===== src/rtl/wb_conbus_rr_pkg.sv =====
// Shared bus constants and types for the round-robin Wishbone interconnect.
// Imported by the arbiter, the top level and the bench.
package wb_conbus_rr_pkg;

  localparam int DW = 32;
  localparam int AW = 32;
  localparam int SW = 4;
  localparam int CW = 3;

  localparam logic [CW-1:0] CTI_CLASSIC = 3'b000;
  localparam logic [CW-1:0] CTI_INCR    = 3'b010;
  localparam logic [CW-1:0] CTI_EOB     = 3'b111;

  typedef enum logic {
    ARB_IDLE,
    ARB_OWNED
  } arb_st_t;

  function automatic int unsigned rr_next(
    input int unsigned last,
    input int unsigned step,
    input int unsigned n
  );
    return (last + step) % n;
  endfunction

endpackage


===== src/rtl/wb_conbus_rr_arb.sv =====
// Round-robin arbiter; the owner keeps the grant while its cyc is high.
// last_q always names the current (or most recent) owner.
module wb_conbus_rr_arb
  import wb_conbus_rr_pkg::*;
#(
  parameter int NM = 2
) (
  input  logic          sys_clk,
  input  logic          sys_rst,
  input  logic [NM-1:0] req,
  output logic [NM-1:0] gnt
);

  localparam int IW = (NM > 1) ? $clog2(NM) : 1;

  arb_st_t       st_q;
  logic [NM-1:0] gnt_q;
  logic [IW-1:0] last_q;
  logic [IW-1:0] last_d;
  logic [NM-1:0] cand;
  logic [NM-1:0] pick;
  logic          found;

  // Scan from last+1 upward so the previous owner is served last.
  always_comb begin
    found  = 1'b0;
    pick   = '0;
    cand   = '0;
    last_d = last_q;
    for (int i = 1; i <= NM; i++) begin
      cand = NM'(1) << rr_next(32'(last_q), i, NM);
      if (!found && |(req & cand)) begin
        found  = 1'b1;
        pick   = cand;
        last_d = IW'(rr_next(32'(last_q), i, NM));
      end
    end
  end

  always_ff @(posedge sys_clk or posedge sys_rst) begin
    if (sys_rst) begin
      st_q   <= ARB_IDLE;
      gnt_q  <= '0;
      last_q <= IW'(NM - 1);
    end else if (st_q == ARB_OWNED && |(req & gnt_q)) begin
      st_q <= ARB_OWNED;
    end else if (found) begin
      st_q   <= ARB_OWNED;
      gnt_q  <= pick;
      last_q <= last_d;
    end else begin
      st_q  <= ARB_IDLE;
      gnt_q <= '0;
    end
  end

  assign gnt = gnt_q;

endmodule


===== src/rtl/wb_conbus_rr.sv =====
// NM-master / NS-slave Wishbone classic shared bus with prefix decode,
// unmapped-address error and stall timeout.
module wb_conbus_rr
  import wb_conbus_rr_pkg::*;
#(
  parameter int                     NM       = 2,
  parameter int                     NS       = 6,
  parameter int                     S_ADDR_W = 3,
  parameter logic [NS*S_ADDR_W-1:0] S_ADDR   = 18'h2C688,
  parameter int                     TIMEOUT  = 255,
  parameter int                     TO_W     = 8
) (
  input  logic             sys_clk,
  input  logic             sys_rst,
  input  logic [NM*DW-1:0] m_dat_i,
  output logic [NM*DW-1:0] m_dat_o,
  input  logic [NM*AW-1:0] m_adr_i,
  input  logic [NM*CW-1:0] m_cti_i,
  input  logic [NM*SW-1:0] m_sel_i,
  input  logic [NM-1:0]    m_we_i,
  input  logic [NM-1:0]    m_cyc_i,
  input  logic [NM-1:0]    m_stb_i,
  output logic [NM-1:0]    m_ack_o,
  output logic [NM-1:0]    m_err_o,
  output logic [DW-1:0]    s_dat_o,
  output logic [AW-1:0]    s_adr_o,
  output logic [CW-1:0]    s_cti_o,
  output logic [SW-1:0]    s_sel_o,
  output logic             s_we_o,
  output logic [NS-1:0]    s_cyc_o,
  output logic [NS-1:0]    s_stb_o,
  input  logic [NS*DW-1:0] s_dat_i,
  input  logic [NS-1:0]    s_ack_i,
  input  logic [NS-1:0]    s_err_i,
  output logic [NM-1:0]    gnt_o
);

  localparam logic [TO_W-1:0] TO_LAST = TO_W'(TIMEOUT - 1);

  logic [NM-1:0]       gnt;
  logic [AW-1:0]       adr_g;
  logic [DW-1:0]       dat_g;
  logic [CW-1:0]       cti_g;
  logic [SW-1:0]       sel_g;
  logic                cyc_g;
  logic                stb_g;
  logic [S_ADDR_W-1:0] pfx;
  logic                hit;
  logic [NS-1:0]       sel_oh;
  logic [DW-1:0]       rdat;
  logic                ack_s;
  logic                err_s;
  logic                err_q;
  logic                err_d;
  logic [TO_W-1:0]     to_q;
  logic [TO_W-1:0]     to_d;

  wb_conbus_rr_arb #(
    .NM(NM)
  ) u_arb (
    .sys_clk(sys_clk),
    .sys_rst(sys_rst),
    .req    (m_cyc_i),
    .gnt    (gnt)
  );

  always_comb begin
    adr_g = '0;
    dat_g = '0;
    cti_g = '0;
    sel_g = '0;
    for (int k = 0; k < NM; k++) begin
      adr_g = adr_g | (m_adr_i[k*AW +: AW] & {AW{gnt[k]}});
      dat_g = dat_g | (m_dat_i[k*DW +: DW] & {DW{gnt[k]}});
      cti_g = cti_g | (m_cti_i[k*CW +: CW] & {CW{gnt[k]}});
      sel_g = sel_g | (m_sel_i[k*SW +: SW] & {SW{gnt[k]}});
    end
  end

  assign cyc_g = |(gnt & m_cyc_i);
  assign stb_g = |(gnt & m_stb_i);
  assign pfx   = adr_g[AW-1 -: S_ADDR_W];

  // With no grant nothing is selected, so the read path stays at zero.
  always_comb begin
    hit    = 1'b0;
    sel_oh = '0;
    rdat   = '0;
    ack_s  = 1'b0;
    err_s  = 1'b0;
    for (int i = 0; i < NS; i++) begin
      if (!hit && |gnt &&
          pfx == S_ADDR[i*S_ADDR_W +: S_ADDR_W]) begin
        hit       = 1'b1;
        sel_oh[i] = 1'b1;
        rdat      = s_dat_i[i*DW +: DW];
        ack_s     = s_ack_i[i];
        err_s     = s_err_i[i];
      end
    end
  end

  always_comb begin
    err_d = 1'b0;
    to_d  = '0;
    if (cyc_g && stb_g) begin
      if (!hit) begin
        err_d = ~err_q;
      end else if (!ack_s && !err_s && !err_q && TIMEOUT != 0) begin
        if (to_q == TO_LAST) err_d = 1'b1;
        else                 to_d  = to_q + 1'b1;
      end
    end
  end

  always_ff @(posedge sys_clk or posedge sys_rst) begin
    if (sys_rst) begin
      err_q <= 1'b0;
      to_q  <= '0;
    end else begin
      err_q <= err_d;
      to_q  <= to_d;
    end
  end

  assign s_adr_o = adr_g;
  assign s_dat_o = dat_g;
  assign s_cti_o = cti_g;
  assign s_sel_o = sel_g;
  assign s_we_o  = |(gnt & m_we_i);
  assign s_cyc_o = sel_oh & {NS{cyc_g}};
  assign s_stb_o = sel_oh & {NS{stb_g}};
  assign m_dat_o = {NM{rdat}};
  assign m_ack_o = gnt & {NM{ack_s}};
  assign m_err_o = gnt & {NM{err_s | err_q}};
  assign gnt_o   = gnt;

endmodule


===== config.mk =====
export PLATFORM = sky130hd
export DESIGN_NAME = wb_conbus_rr
export DESIGN_NICKNAME = d
export VERILOG_FILES = /design/src/rtl/wb_conbus_rr_pkg.sv /design/src/rtl/wb_conbus_rr_arb.sv /design/src/rtl/wb_conbus_rr.sv
export SDC_FILE = /design/constraint.sdc
export NUM_CORES = 1
export LEC_CHECK = 0
export BUFFER_PORTS_ARGS = -buffer_cell sky130_fd_sc_hd__buf_2
export CORE_AREA = 2 2 200 202
export CTS_CLUSTER_DIAMETER = 40
export DETAILED_ROUTE_END_ITERATION = 12
export DIE_AREA = 0 0 202 204
export MAX_ROUTING_LAYER = met4
export PLACE_DENSITY_LB_ADDON = 0.08
export SYNTH_ARGS = -nofsm -noshare
export SYNTH_HDL_FRONTEND = slang
export SYNTH_SLANG_ARGS = --single-unit

===== constraint.sdc =====
create_clock -name sys_clk -period 3.9 [get_ports sys_clk]
set_input_delay 0.39 -clock sys_clk [delete_from_list [all_inputs] [get_ports sys_clk]]
set_output_delay 0.39 -clock sys_clk [all_outputs]
set_load 0.02 [all_outputs]

==> flow_metrics.tcl <==
set metrics [dict create \
    ctsHoldBuffers 0 \
    cts_resized 0 \
    fin_util_pct 15.8 \
    place_ws_ns 0.725 \
    grt_max_degree 48 \
    cts_sinks 13 \
    cts_buffers 3 \
    synth_cells 414 \
    status "finished clean" \
    gp_congestion 0.780 \
    wl_met2_microns 15000 \
    startpoint_type "flip-flop" \
    syn_to_final_growth_pct 94.6 \
    yosysTopAreaCell "a22o_1" \
    hp-class "in2async" \
    yosys_register_bits 13 \
    drtIter0Drc 330 \
    finalCriticalPeriod_ns 3.28 \
    max-slew-margin-rel_pct 50.7 \
    period_share_pct 84.2 \
    dieWidth_microns 202 \
    die_h_microns 204 \
    rsz0062_at_grt "no" \
    grt_usage_pct 12.2 \
    p_sw_share_pct 56.3 \
    final-max-slew-violation-count 0 \
    postCtsSetupBuffers 0 \
    drc 0 \
    root_buffer "clkbuf_16" \
    grt_overflow 0 \
    required_ns 3.51 \
    end_kind "output pin" \
    synth.avg_cell_area_sq_um 7.67 \
    portBuffers 507 \
    synth-seq-area-share_pct 10.3 \
    drive_above_1_share_pct 64.9 \
    dieArea_sq_um 41200 \
    layout.nets 1225 \
    powerDensity_nw_per_um2 342 \
    wirelength_microns 26900 \
    report.final.setup_viol 0 \
    fin_hold_ws_ns 0.198 \
    synth_cell_types 49 \
    crit_fanout 34 \
    cellInternalPower_mw 0.924 \
    dr_wl_met3_microns 1680 \
    vias 5478 \
    cap_violations 0 \
    cp_data_arrival_time_ns 2.89 \
    clkPwrFrac_pct 9.2 \
    core-area_sq_um 39200 \
    grt_pass1_wl_microns 36100 \
    hold_viol_final 0 \
    top_layer "met4" \
    fmax_mhz 305 \
    insertion_delay_ns 0.24 \
    cts.htree.levels 1 \
    synth_top_area_share_pct 19.6 \
    cellLeakagePower_nw 3.26 \
    combPwrFrac_pct 83.2 \
    netlist_top_cells_area "a22o_1, dfrtp_1, buf_4" \
    p_sw_mw 1.19 \
    start_util_pct 8.10 \
    seqCellArea_sq_um 329 \
    grt_pass1_vias 5567 \
    wire_per_inst_microns 19.3 \
    cts.clk_slew.worst_paths_ns 0.05 \
    postLayoutSetupSlackWorst_ns 0.617 \
    yosys_warnings 0 \
    peakVddDrop_mv 0.126 \
    drt_first_pass_iters 5 \
    row_count 73 \
    pwr-share-seq_pct 7.6 \
    fillCellCount 4595 \
    antenna_found_initial 1 \
    critPathKind "reg2out" \
    synth_nets 770 \
    fin_worst_skew_ns 0.00298 \
    cts_tree "yes" \
    worst_pin_slew_ns 0.740 \
    wl_met1_microns 9420 \
    multiInputGateArea_sq_um 2390 \
    antenna_left 0 \
    synth_area_sq_um 3180 \
    clockBufferDepth 2 \
    setup_tns_ns 0 \
    io_pins 508 \
    dpl.hpwl_microns 22900 \
    avgViaCountPerCell 3.93 \
]
metal layers:
metal  vias to the layer above  GRT usage (%)
met3                        22           1.66
met2                       321           24.4
met1                      2560           12.0
met5                         -              -
met4                         0           3.83
li1                       2575              -
synthesized netlist by cell type (all sizes together):
master	instances
a22o	71
buf	61
nor3	40
nor2	34
a221oi	28
a21oi	26
a221o	25
clkbuf	17
a222oi	14
nand3	14
nand2	13
dfrtp	12
mux2i	9
and2	5
inv	5
xnor2	5
a22oi	3
a31oi	3
o21ai	3
or2	3
a32o	2
and3	2
ha	2
nand3b	2
nor3b	2
nor4	2
a211oi	1
and3b	1
dfstp	1
nand2b	1
o211ai	1
o21a	1
o22ai	1
o31ai	1
o41ai	1
or4	1
xor2	1
sequential cells by signal (all words and copies together), names as in the netlist:
name and flops:
to_q 8, u_arb.gnt 2, err_q 1, u_arb.last_q 1, u_arb.st_q 1
worst max-delay path, cell delays in order, from the launching register on:
cell and delay (ns):
dfrtp_2 0.42, buf_4 0.36, a31oi_2 0.28, o21ai_2 0.55
a221oi_2 0.10, o31ai_2 0.57, and2_1 0.20, buf_2 0.16
layout make-up:
class / instances / share of cell area [%]
timing repair buffer: 528 / 43.8
multi-input combinational: 318 / 38.6
tap: 525 / 10.6
sequential: 13 / 5.32
clock buffer: 4 / 1.28
inverter: 5 / 0.304
antenna: 1 / 0.0405
cell usage in the layout (no fill, tap or decap), types with 3 or more instances in the layout:
master       n
nor2_1      31
a222oi_1    14
mux2i_1      9
nand2_1     12
a22o_1      71
a21oi_1     26
clkbuf_16    3
buf_4       20
nor3_1      32
buf_2      507
nand3_1     14
a221o_1     25
nor3_2       8
and2_1       5
a221oi_1    26
inv_1        3
or2_2        3
xnor2_1      5
dfrtp_1     10
path summary, 6_finish.rpt:
kind	start	endpoint	slack, ns	cells after the start
worst min-delay path	sys_rst	to_q[2]	0.20	2
worst max-delay path	u_arb.gnt[1]	m_err_o[0]	0.62	7
max in group asynchronous	sys_rst	u_arb.gnt[0]	3.29	2
worst max register to register	u_arb.gnt[1]	err_q	1.09	7
min in group sys_clk	m_cyc_i[0]	u_arb.last_q	0.40	2
worst min register to register	u_arb.last_q	u_arb.last_q	0.54	2
cells by family (layout without fill, tap and decap cells):
family          Yosys count  count (layout)  share of synthesized area (%)
flops                    13              13                           10.3
simple gates            120             120                           19.8
compound gates          181             181                           49.5
mux                       9               9                           2.84
buf+inv                  83             537                           15.1
other cells               0               1                              0
xor+xnor                  6               6                           1.65
fa+ha+maj                 2               2                          0.788
power by group through the flow:
stage          Clock (mW)  Sequential (mW)  Combinational, mW
2_1_floorplan           0            0.158               1.16
6_report            0.195            0.160               1.76
3_3_place_gp            0            0.163               1.83
3_5_place_dp            0            0.163               1.80
5_1_grt             0.207            0.162               1.90
4_1_cts             0.200            0.160               1.80
per-stage QoR:
step	cells	instance area, sq um	total power [mW]
2_1_floorplan	414	3180	1.32
3_3_place_gp	1389	6100	1.99
3_5_place_dp	1389	6100	1.96
4_1_cts	1393	6180	2.16
5_1_grt	1394	6180	2.26
6_report	1394	6180	2.11
(Power assumes the default switching activity.)
